==> src/rtl/trap_pkg.sv <==
// Shared encodings for the trap sequencer: FSM states, request kinds and cause codes.
package trap_pkg;

    typedef enum logic [1:0] {
        ST_IDLE     = 2'd0,
        ST_FLUSH    = 2'd1,
        ST_SAVE     = 2'd2,
        ST_REDIRECT = 2'd3
    } state_e;

    typedef enum logic [1:0] {
        KIND_EXC  = 2'd0,
        KIND_IRQ  = 2'd1,
        KIND_MRET = 2'd2
    } kind_e;

    localparam logic [3:0] CAUSE_INST_MIS = 4'd0;
    localparam logic [3:0] CAUSE_ILLEGAL  = 4'd2;
    localparam logic [3:0] CAUSE_LD_MIS   = 4'd4;
    localparam logic [3:0] CAUSE_ST_MIS   = 4'd6;
    localparam logic [3:0] CAUSE_MEI      = 4'd11;

    // Interrupt flag position in mcause for the default 32-bit datapath.
    localparam int INT_BIT = 31;

endpackage

==> src/rtl/trap_drain_timer.sv <==
// Saturating cycle counter that bounds how long the sequencer waits for memory to drain.
module trap_drain_timer #(
    parameter int DRAIN_TIMEOUT = 16
) (
    input  logic clk_i,
    input  logic rst_i,
    input  logic load_i,
    input  logic en_i,
    output logic timeout_o
);

    localparam logic [7:0] LAST = 8'(DRAIN_TIMEOUT - 1);

    logic [7:0] count_q;
    logic [7:0] count_d;

    always_comb begin
        count_d = count_q;
        if (load_i) begin
            count_d = '0;
        end else if (en_i && (count_q != LAST)) begin
            count_d = count_q + 8'd1;
        end
    end

    always_ff @(posedge clk_i) begin
        if (rst_i) begin
            count_q <= '0;
        end else begin
            count_q <= count_d;
        end
    end

    assign timeout_o = (count_q == LAST);

endmodule

==> src/rtl/trap_sequencer.sv <==
// Trap entry / MRET sequencer: IDLE -> FLUSH -> SAVE -> REDIRECT with registered outputs.
// Optional macro TRAP_VECTORED_EN enables vectored interrupt targets when mtvec[1:0]==2'b01.
module trap_sequencer
    import trap_pkg::*;
#(
    parameter int XLEN          = 32,
    parameter int DRAIN_TIMEOUT = 16
) (
    input  logic            clk_i,
    input  logic            rst_i,
    input  logic            exc_valid_i,
    input  logic [3:0]      exc_cause_i,
    input  logic [XLEN-1:0] exc_pc_i,
    input  logic [XLEN-1:0] exc_tval_i,
    input  logic            mret_i,
    input  logic            retire_i,
    input  logic [XLEN-1:0] next_pc_i,
    input  logic            irq_ext_i,
    input  logic            mstatus_mie_i,
    input  logic            mie_meie_i,
    input  logic [XLEN-1:0] mtvec_i,
    input  logic [XLEN-1:0] mepc_i,
    input  logic            mem_busy_i,
    output logic            stall_o,
    output logic            flush_o,
    output logic            trap_we_o,
    output logic [XLEN-1:0] mcause_o,
    output logic [XLEN-1:0] mepc_o,
    output logic [XLEN-1:0] mtval_o,
    output logic            mie_clr_o,
    output logic            mie_restore_o,
    output logic            pc_redirect_o,
    output logic [XLEN-1:0] pc_target_o,
    output logic            drain_timeout_o
);

    state_e          state_q;
    kind_e           kind_q;
    logic [XLEN-1:0] cause_q;
    logic [XLEN-1:0] pc_q;
    logic [XLEN-1:0] tval_q;

    logic            irq_pending;
    logic            timer_expired;
    logic            flush_done;
    logic [XLEN-1:0] irq_cause;
    logic [XLEN-1:0] trap_base;
    logic [XLEN-1:0] trap_target;

    assign irq_pending = irq_ext_i & mstatus_mie_i & mie_meie_i & retire_i;
    assign flush_done  = !mem_busy_i || timer_expired;
    assign trap_base   = {mtvec_i[XLEN-1:2], 2'b00};

    always_comb begin
        irq_cause          = '0;
        irq_cause[XLEN-1]  = 1'b1;
        irq_cause[3:0]     = CAUSE_MEI;
    end

`ifdef TRAP_VECTORED_EN
    always_comb begin
        trap_target = trap_base;
        if ((mtvec_i[1:0] == 2'b01) && (kind_q == KIND_IRQ)) begin
            trap_target = trap_base + {{(XLEN-6){1'b0}}, cause_q[3:0], 2'b00};
        end
    end
`else
    assign trap_target = trap_base;
`endif

    // Counter is held at zero while idle, so every accepted request starts a fresh drain window.
    trap_drain_timer #(
        .DRAIN_TIMEOUT (DRAIN_TIMEOUT)
    ) u_drain_timer (
        .clk_i     (clk_i),
        .rst_i     (rst_i),
        .load_i    (state_q == ST_IDLE),
        .en_i      (state_q == ST_FLUSH),
        .timeout_o (timer_expired)
    );

    always_ff @(posedge clk_i) begin
        if (rst_i) begin
            state_q         <= ST_IDLE;
            kind_q          <= KIND_EXC;
            cause_q         <= '0;
            pc_q            <= '0;
            tval_q          <= '0;
            stall_o         <= 1'b0;
            flush_o         <= 1'b0;
            trap_we_o       <= 1'b0;
            mcause_o        <= '0;
            mepc_o          <= '0;
            mtval_o         <= '0;
            mie_clr_o       <= 1'b0;
            mie_restore_o   <= 1'b0;
            pc_redirect_o   <= 1'b0;
            pc_target_o     <= '0;
            drain_timeout_o <= 1'b0;
        end else begin
            // NOTE: one-cycle strobes and CSR data default low here and are raised only by the state that owns them.
            trap_we_o     <= 1'b0;
            mie_clr_o     <= 1'b0;
            mie_restore_o <= 1'b0;
            pc_redirect_o <= 1'b0;
            mcause_o      <= '0;
            mepc_o        <= '0;
            mtval_o       <= '0;
            pc_target_o   <= '0;

            case (state_q)
                ST_IDLE: begin
                    if (exc_valid_i || irq_pending || mret_i) begin
                        state_q <= ST_FLUSH;
                        stall_o <= 1'b1;
                        flush_o <= 1'b1;
                    end
                    if (exc_valid_i) begin
                        kind_q  <= KIND_EXC;
                        cause_q <= {{(XLEN-4){1'b0}}, exc_cause_i};
                        pc_q    <= {exc_pc_i[XLEN-1:2], 2'b00};
                        tval_q  <= exc_tval_i;
                    end else if (irq_pending) begin
                        kind_q  <= KIND_IRQ;
                        cause_q <= irq_cause;
                        pc_q    <= {next_pc_i[XLEN-1:2], 2'b00};
                        tval_q  <= '0;
                    end else if (mret_i) begin
                        kind_q  <= KIND_MRET;
                        cause_q <= '0;
                        pc_q    <= '0;
                        tval_q  <= '0;
                    end
                end

                ST_FLUSH: begin
                    if (flush_done) begin
                        flush_o <= 1'b0;
                        if (mem_busy_i) begin
                            drain_timeout_o <= 1'b1;
                        end
                        if (kind_q == KIND_MRET) begin
                            state_q       <= ST_REDIRECT;
                            pc_redirect_o <= 1'b1;
                            pc_target_o   <= {mepc_i[XLEN-1:2], 2'b00};
                            mie_restore_o <= 1'b1;
                        end else begin
                            state_q   <= ST_SAVE;
                            trap_we_o <= 1'b1;
                            mie_clr_o <= 1'b1;
                            mcause_o  <= cause_q;
                            mepc_o    <= pc_q;
                            mtval_o   <= tval_q;
                        end
                    end
                end

                ST_SAVE: begin
                    state_q       <= ST_REDIRECT;
                    pc_redirect_o <= 1'b1;
                    pc_target_o   <= trap_target;
                end

                ST_REDIRECT: begin
                    state_q <= ST_IDLE;
                    stall_o <= 1'b0;
                end

                default: begin
                    state_q <= ST_IDLE;
                    stall_o <= 1'b0;
                    flush_o <= 1'b0;
                end
            endcase
        end
    end

endmodule

==> config.mk <==
export PLATFORM = sky130hd
export DESIGN_NAME = trap_sequencer
export DESIGN_NICKNAME = d
export VERILOG_FILES = /design/src/rtl/trap_pkg.sv /design/src/rtl/trap_drain_timer.sv /design/src/rtl/trap_sequencer.sv
export SDC_FILE = /design/constraint.sdc
export NUM_CORES = 1
export LEC_CHECK = 0
export BUFFER_PORTS_ARGS = -buffer_cell sky130_fd_sc_hd__buf_4
export CAP_MARGIN = 20
export CELL_PAD_IN_SITES_DETAIL_PLACEMENT = 0
export CELL_PAD_IN_SITES_GLOBAL_PLACEMENT = 1
export CORE_ASPECT_RATIO = 1.1
export CORE_MARGIN = 2
export CORE_UTILIZATION = 32
export CTS_CLUSTER_SIZE = 30
export DETAILED_ROUTE_END_ITERATION = 10
export GPL_TIMING_DRIVEN = 0
export MAX_ROUTING_LAYER = met4
export PLACE_DENSITY_LB_ADDON = 0.1
export SYNTH_ARGS = -nofsm -noshare
export SYNTH_HDL_FRONTEND = slang
export SYNTH_HIERARCHICAL = 1
export SYNTH_SLANG_ARGS = --single-unit
==> constraint.sdc <==
create_clock -name clk_i -period 1.8 [get_ports clk_i]
set_input_delay 0.09 -clock clk_i [delete_from_list [all_inputs] [get_ports clk_i]]
set_output_delay 0.09 -clock clk_i [all_outputs]
set_load 0.01 [all_outputs]
## After elaboration in Yosys (flattened, before gate mapping)

Index checks and enable logic that the tools add are counted.

| storage, ports and cells | value |
|---|---|
| logic and storage cells | 73 |
| bits in read-only memories | 0 |
| output and inout bits | 135 |
| memories | 0 |
| memory bits (writable) | 0 |
| bits in latches | 0 |
| register bits | 242 |

| operators by class | value |
|---|---|
| bitwise gates (word level) | 5 |
| add/subtract/negate cells | 1 |
| equality and inequality tests | 8 |
| muxes and demuxes | 25 |
| reduce and logical (&&, ||, !) cells | 18 |
| multipliers | 0 |
| magnitude comparators | 0 |
| shifts and indexed selects | 0 |
| divide/modulo/power cells | 0 |

Operator list:

| kind | number |
|---|---|
| $mux 32 | 9 |
| $pmux 32 s2 | 1 |
| $mux 2 | 5 |
| $add 8x1->8 const B | 1 |
| $eq 8x4->1 const B | 1 |
| $ne 8x4->1 const B | 1 |
| $pmux 2 s4 | 1 |
| $eq 2x2->1 const B | 3 |
| $mux 1 | 6 |
| $pmux 1 s2 | 3 |
| $reduce_and 2->1 | 3 |
| $reduce_and 3->1 | 2 |
| $ne 2x2->1 const B | 2 |
| $reduce_bool 2->1 | 2 |
| $reduce_or 2->1 | 2 |
| $reduce_or 4->1 | 1 |
| $and 1x1->1 | 3 |
| $logic_or 1x1->1 | 3 |
| $reduce_bool 3->1 | 1 |
| $reduce_or 3->1 | 1 |
| $eq 2x1->1 const B | 1 |
| $logic_not 2->1 | 1 |
| $not 1->1 | 2 |
| $logic_and 1x1->1 | 1 |
| $logic_not 1->1 | 1 |

## Depth between registers and ports, before layout

Gate-level depths: netlist of the first run.

| logic depth | value |
|---|---|
| word-level depth | 7 |
| depth in mapped cells | 8 |
| mapped depth without buffers | 5 |

## Modules after synthesis

Netlist of the first run, hierarchy kept.

Modules (own cells, without submodules):

| module | instances | area each (um^2) | sequential area each (um^2) | cells an instance |
|---|---|---|---|---|
| trap_sequencer | 1 | 6756.5 | 3463.3 | 678 |
| trap_drain_timer | 1 | 479.2 | 160.2 | 51 |

## Least setup slack after synthesis of the first run

Ideal clock, no wire load.

| path | value |
|---|---|
| path type | reg2reg |
| start | reg u_drain_timer.count_q[4] |
| end | reg pc_target_o[2] |
| arrival time | 1.732 ns |
| stages on the path, launching flop included | 8 |
| path slack | -0.002 ns |
| period minus slack after synthesis | 1.802 ns |
| path through | dfxtp_1 > nor4_4 > and3_4 > nand2b_1 > clkbuf_1 > clkbuf_1 > nand4_1 > a21oi_1 |

| on the way | value |
|---|---|
| word-level cells in the longest chain between the ends | 4 |

RTL lines:

| element | RTL line | text |
|---|---|---|
| from (decl) | trap_drain_timer.sv:14 | `logic [7:0] count_q;` |
| from (signal assigned) | trap_drain_timer.sv:30 | `count_q <= count_d;` |
| $eq 8x4->1 | trap_drain_timer.sv:34 | `assign timeout_o = (count_q == LAST);` |
| via timer_expired | trap_sequencer.sv:44 | `logic timer_expired;` |
| $logic_or 1x1->1 | trap_sequencer.sv:51 | `assign flush_done = !mem_busy_i \|\| timer_expired;` |
| $mux 32 | trap_sequencer.sv:137 | `if (flush_done) begin` |
| $pmux 32 s2 | trap_sequencer.sv:111 | `case (state_q)` |
| to (signal assigned) | trap_sequencer.sv:145 | `pc_target_o <= {mepc_i[XLEN-1:2], 2'b00};` |
| to (signal assigned) | trap_sequencer.sv:161 | `pc_target_o <= trap_target;` |
| to (decl) | trap_sequencer.sv:33 | `output logic [XLEN-1:0] pc_target_o,` |

The timed path passes the listed nets, and every way through them passes these cells.
A chain may end at the register's enable or synchronous reset.

## Worst setup path in the final report of the first run

| path | value |
|---|---|
| start | reg u_drain_timer.count_q[6] |
| end | reg mepc_o[4] |

| on the way | value |
|---|---|
| word-level cells in the longest chain between the ends | 4 |

RTL lines:

| element | RTL line | text |
|---|---|---|
| $eq 8x4->1 | trap_drain_timer.sv:34 |  |
| via timer_expired | trap_sequencer.sv:44 |  |
| $logic_or 1x1->1 | trap_sequencer.sv:51 |  |
| $not 1->1 (no source line) | -- |  |
| $reduce_or 4->1 (no source line) | -- |  |
| to (signal assigned) | trap_sequencer.sv:152 | `mepc_o <= pc_q;` |
| to (decl) | trap_sequencer.sv:28 | `output logic [XLEN-1:0] mepc_o,` |

The timed path passes the listed nets, and every way through them passes these cells.

==> reports/qor.yml, run 1 <==
slew_viol_final: 0
grt_pass1_vias: 6936
grtUsageMet2: 0.349
wirelength_microns: 24300
syn_area_sq_um: 7240
drcViolationCount: 0
antenna_found_initial: 0
vias_per_cell: 4.72
grt_overflow: 0
placed_area_sq_um: 9730
clock-sinks: 181
hpwl_microns: 17200
timing.final.ws_setup_ps: -49.3
synth_cell_types: 50
ios: 308
finalHoldViolations: 0
hold_depth: 3
numPortBuffers: 268
synth_cells: 729
place_ws_ps: -577
drv_cap: 0
worst_skew_pair.late_latency_ps: 430
cts_tree: "built"
synth.largest_area_cell: "dfxtp_1"
skew_ps: 14.8
fin_crit_ps: 1850
ys_seq_area_frac: 0.501
drive_gt1_frac: 0.390
use_met3: 0.0497
violations: "setup timing"
ctsRootBufferMaster: "clkbuf_16"
yosysWarnings: 6
power_uw: 12000
die_y_microns: 162
min-delay-path-class: "in2reg"
clockBufferDepth: 2
ys_ff_latch: 181
yosysMostFrequentCell: "dfxtp_1"
h-tree-depth: 4
crit_path_end_kind: "flip-flop"
final_nets: 1325
synth.area.top_cells: "dfxtp_1, a221oi_1, and2_1, and4_1, buf_4"
clk_pin_slew_worst_paths_ps: 80
row_count: 57
setup_viol: 36
ff2ff_path_depth: 8
synthFlopType: "dfxtp_1"
grt_setup_unrepaired: "true"
critPathLaunchType: "flip-flop"
outcome: "complete, but fails checks"
finalCritPeriodShare: 1.03
worstPathMaxFanout: 6
die_x_microns: 147
synth.top_cell.area_share: 0.501
grtUsageMet1: 0.241
ir_drop_uv: 701
firstDrtPassIters: 4
ant_nets: 0
syn_avg_cell_area_sq_um: 9.93
critPathKind: "reg2reg"
grt_usage: 0.204
synth_commonest_cells: "dfxtp_1, and2_1, a221oi_1"
final_area_sq_um: 11600
fp.dieArea_sq_um: 23800
dr.first_iter.drc_count: 301
p_leak_uw: 0.00501
final_core_utilization: 0.521
core_sq_um: 22200
top_usage_layer: "met2"
wl_per_cell_microns: 16.7
synth-edff-count: 0
vias: 6858
grt_max_degree: 19
diodes: 0
arrival_ps: 2230
p_per_area_nw_per_um2: 1040
worst_slew_pin_slew_ps: 605
slew_headroom: 0.597
max_freq_ghz: 0.541
numCtsBuffers: 17
place_congestion: 0.797
syn2layout_area_growth_pct: 59.8
cp.required_ps: 2180
start_util: 0.326
grt_pass1_wl_microns: 37100
async_flop_share: 0
## cells by family (layout without fill, tap and decap cells)
kind of cell	count (synthesis)	in the layout	synth area share
other cells	1	31	0.000518
simple gates	240	240	0.215
compound gates	154	154	0.166
fa+ha+maj	6	6	0.0104
flops	181	181	0.501
buf+inv	142	542	0.100
mux	5	5	0.00692
## worst paths after layout
check | from | to | slack [ps]
setup / recovery | u_drain_timer/count_q[6]$_SDFFE_PP0P_ | mepc_o[4]$_SDFF_PP0_ | -50
setup reg to reg | u_drain_timer/count_q[6]$_SDFFE_PP0P_ | mepc_o[4]$_SDFF_PP0_ | -50
hold / removal | exc_tval_i[12] | tval_q[12]$_SDFFE_PP0P_ | 20
hold reg to reg | pc_q[30]$_SDFFE_PP0P_ | mepc_o[30]$_SDFF_PP0_ | 460
## placed cells by master, fill, tap and decap left out, types with 34 or more instances in the layout
cell type,count
buf_4,313
dfxtp_1,174
dlygate4sd3_1,91
and2_1,59
a221oi_1,56
nand2_1,41
a21oi_1,38
and4_1,36
inv_1,34
## cell type report
cell class / instances / area [sq um]
clock inverter: 14 / 164
multi-input combinational: 436 / 3100
sequential: 181 / 3640
buffer: 104 / 647
timing repair buffer: 369 / 3060
clock buffer: 18 / 439
inverter: 37 / 140
tap: 295 / 369
fill: 2044 / 10600
## flip-flops by register name (all words and copies together) (netlist names)
signal / flops
cause_q: 4
drain_timeout_o: 1
flush_o: 1
kind_q: 2
mcause_o: 5
mepc_o: 30
mie_clr_o: 1
mie_restore_o: 1
mtval_o: 32
pc_q: 30
pc_redirect_o: 1
pc_target_o: 30
stall_o: 1
state_q: 2
tval_q: 32
u_drain_timer/count_q: 8
## metal layers
layer	wire [microns]	up-vias
li1	-	3431
met1	10500	3184
met2	12000	231
met3	1600	12
met4	210	0
met5	0	-
## critical path, stage by stage (launching register included)
cell,delay [ps]
dfxtp_4,360
nor4_4,290
and3_4,260
nor2b_4,50
nor4b_4,260
buf_6,180
buf_12,140
clkbuf_16,140
and2_1,120
## timing repair
| action | in CTS | in global routing |
|---|---|---|
| pin swaps | 14 | 9 |
| endpoints found under the hold margin | 61 | 0 |
| setup buffers | 5 | 1 |
| endpoints found under the setup margin | 165 | 111 |
| gates cloned | 1 | 3 |
| hold buffers | 91 | 0 |
| gates resized for setup | 36 | 38 |
## where the power goes
group	internal [uW]	leakage [uW]	switching, uW
clock	2010	0.000293	1780
combinational	1540	0.00324	1830
sequential	4570	0.00148	267
total	8120	0.00501	3880
## metrics by stage
| step | setup TNS [ps] | cells | hold WS (ps) |
|---|---|---|---|
| 2_1_floorplan | -64.5 | 759 | 238 |
| 3_3_place_gp | -47980 | 1322 | 357 |
| 3_5_place_dp | -49490 | 1322 | 358 |
| 4_1_cts | -143 | 1450 | 6.75 |
| 5_1_grt | -3460 | 1454 | 16.6 |
| 6_report | -1030 | 1454 | 20.9 |
Note: power is estimated with default switching activity, not from simulation.
==> run 2, diff against run 1 <==
--- a/config.mk
+++ b/config.mk
@@ -17,6 +17,7 @@
 export GPL_TIMING_DRIVEN = 0
 export MAX_ROUTING_LAYER = met4
 export PLACE_DENSITY_LB_ADDON = 0.1
+export SKIP_CTS_REPAIR_TIMING = 1
 export SYNTH_ARGS = -nofsm -noshare
 export SYNTH_HDL_FRONTEND = slang
 export SYNTH_HIERARCHICAL = 1
==> reports/qor.yml, run 2 (synthesis gave the netlist of run 1 again) <==
skew_ps: 18.6  # was 14.8 ps
largestRegisters: "mtval_o x32, tval_q x32"  # unchanged
ios: 308  # unchanged
dp_cells: 1322  # unchanged
arrival_ps: 2300  # was 2230 ps
start_util: 0.326  # unchanged
h-tree-depth: 4  # unchanged
core_sq_um: 22200  # unchanged
dr.first_iter.drc_count: 308  # was 301
fillers: 2051  # was 2044
wl_per_cell_microns: 16.7  # about the same
die_x_microns: 147  # unchanged
wirelength_microns: 24300  # about the same
r2r_start: "u_drain_timer/count_q[7]$_SDFFE_PP0P_"  # was u_drain_timer/count_q[6]$_SDFFE_PP0P_
die_y_microns: 162  # unchanged
syn2layout_area_growth_pct: 60.0  # was 59.8%
rrSetupSlack_ps: -130  # was -50 ps
slew_headroom: 0.594  # was 0.597
critPathLaunchType: "flip-flop"  # unchanged
cp.required_ps: 2180  # about the same
ctsRootBufferMaster: "clkbuf_16"  # unchanged
critPathLaunch: "u_drain_timer/count_q[7]$_SDFFE_PP0P_"  # was u_drain_timer/count_q[6]$_SDFFE_PP0P_
antenna_found_initial: 0  # unchanged
numPortBuffers: 268  # unchanged
max_freq_ghz: 0.519  # was 0.541 GHz
cts_tree: "built"  # unchanged
seq_area_sq_um: 3630  # was 3640 sq um
fp.dieArea_sq_um: 23800  # unchanged
drcViolationCount: 0  # unchanged
final_common_cell: "buf_4"  # unchanged
setup_viol: 55  # was 36
p_per_area_nw_per_um2: 1040  # about the same
vias_per_cell: 4.74  # was 4.72
grt_pass1_vias: 6492  # was 6936
multi_input_area_sq_um: 3090  # was 3100 sq um
final_nets: 1329  # was 1325
firstDrtPassIters: 4  # unchanged
vias: 6906  # was 6858
drv_cap: 0  # unchanged
numCtsBuffers: 17  # unchanged
drive_gt1_frac: 0.393  # was 0.390
violations: "setup timing"  # unchanged
place_congestion: 0.797  # unchanged
fin_crit_ps: 1930  # was 1850 ps
p_leak_uw: 0.00503  # was 0.00501 uW
outcome: "complete, but fails checks"  # unchanged
grt_usage: 0.194  # was 0.204
ant_nets: 0  # unchanged
clockBufferDepth: 2  # unchanged
power_uw: 12100  # was 12000 uW
row_count: 57  # unchanged
finalCritPeriodShare: 1.07  # was 1.03
grt_setup_unrepaired: "true"  # unchanged
worstPathMaxFanout: 8  # was 6
slew_viol_final: 0  # unchanged
final_cell_mix: "buf_4, dfxtp_1, dlygate4sd3_1"  # unchanged
grt_pass1_wl_microns: 35100  # was 37100 microns
worst_skew_pair.late_latency_ps: 440  # was 430 ps
grt_overflow: 0  # unchanged
critical_path.endpoint: "mepc_o[31]$_SDFF_PP0_"  # was mepc_o[4]$_SDFF_PP0_
hpwl_microns: 17200  # unchanged
stdcell_count: 1458  # was 1454
critPathKind: "reg2reg"  # unchanged
crit_path_end_kind: "flip-flop"  # unchanged
timing.final.ws_setup_ps: -127  # was -49.3 ps
finalHoldViolations: 0  # unchanged
ff2ff_path_depth: 8  # unchanged
ir_drop_uv: 667  # was 701 uV
clk_pin_slew_worst_paths_ps: 80  # about the same
grt_max_degree: 19  # unchanged
min-delay-path-class: "in2reg"  # unchanged
worstReg2RegEnd: "mepc_o[31]$_SDFF_PP0_"  # was mepc_o[4]$_SDFF_PP0_
diodes: 0  # unchanged
clock-sinks: 181  # unchanged
worst_slew_pin_slew_ps: 609  # was 605 ps
run 2: through the flow:
| step | cell area, sq um | setup TNS (ps) | util | setup WS (ps) | hold slack, ps |
|---|---|---|---|---|---|
| floorplan | 7350 | -64.5 | - | -2.29 | 238 |
| global placement | 9730 | -47980 | 0.439 | -569 | 357 |
| detailed placement | 9730 | -49490 | 0.439 | -577 | 358 |
| CTS | 10300 | -51490 | 0.466 | -592 | -106 |
| global route | 11600 | -9090 | 0.522 | -180 | 16.6 |
| finish | 11600 | -5010 | 0.522 | -127 | 18.0 |
run 2: routing by layer:
layer / up-vias / track usage / routed length [microns] / part of all wire
met5: - / - / 0 / 0
met3: 11 / 0.0539 / 1590 / 0.065
met2: 248 / 0.322 / 12000 / 0.49
li1: 3431 / - / - / -
met1: 3216 / 0.233 / 10600 / 0.43
met4: 0 / 0.0524 / 188 / 0.0077
run 2: area by class of cell:
cell class	instances	area share
Clock inverter	14	0.0142
Inverter	37	0.0123
Clock buffer	18	0.0379
Multi-Input combinational cell	436	0.267
Tap cell	295	0.0319
Sequential cell	181	0.314
Timing Repair Buffer	373	0.267
Buffer	104	0.0562
run 2: worst max-delay path, stage by stage, from the launching register on:
cell	delay (ps)
dfxtp_2	330
nor4_4	340
and3_4	300
nor2b_4	60
nor4b_4	280
buf_6	160
buf_12	150
clkbuf_16	140
and2_4	120
run 2: worst min-delay path by stage:
stage | cells after the start | to | startpoint
3_3_place_gp | 3 | drain_timeout_o$_SDFFE_PP0P_ | mem_busy_i
6_report | 3 | tval_q[18]$_SDFFE_PP0P_ | exc_tval_i[18]
2_1_floorplan | 2 | pc_target_o[31]$_SDFF_PP0_ | mtvec_i[31]
3_5_place_dp | 3 | pc_target_o[3]$_SDFF_PP0_ | mtvec_i[3]
5_1_grt | 3 | tval_q[9]$_SDFFE_PP0P_ | exc_tval_i[9]
4_1_cts | 3 | pc_target_o[19]$_SDFF_PP0_ | mtvec_i[19]
run 2: power by group:
part           switching [uW]  internal [uW]
Sequential                265           4570
Combinational            1850           1580
Clock                    1780           2010
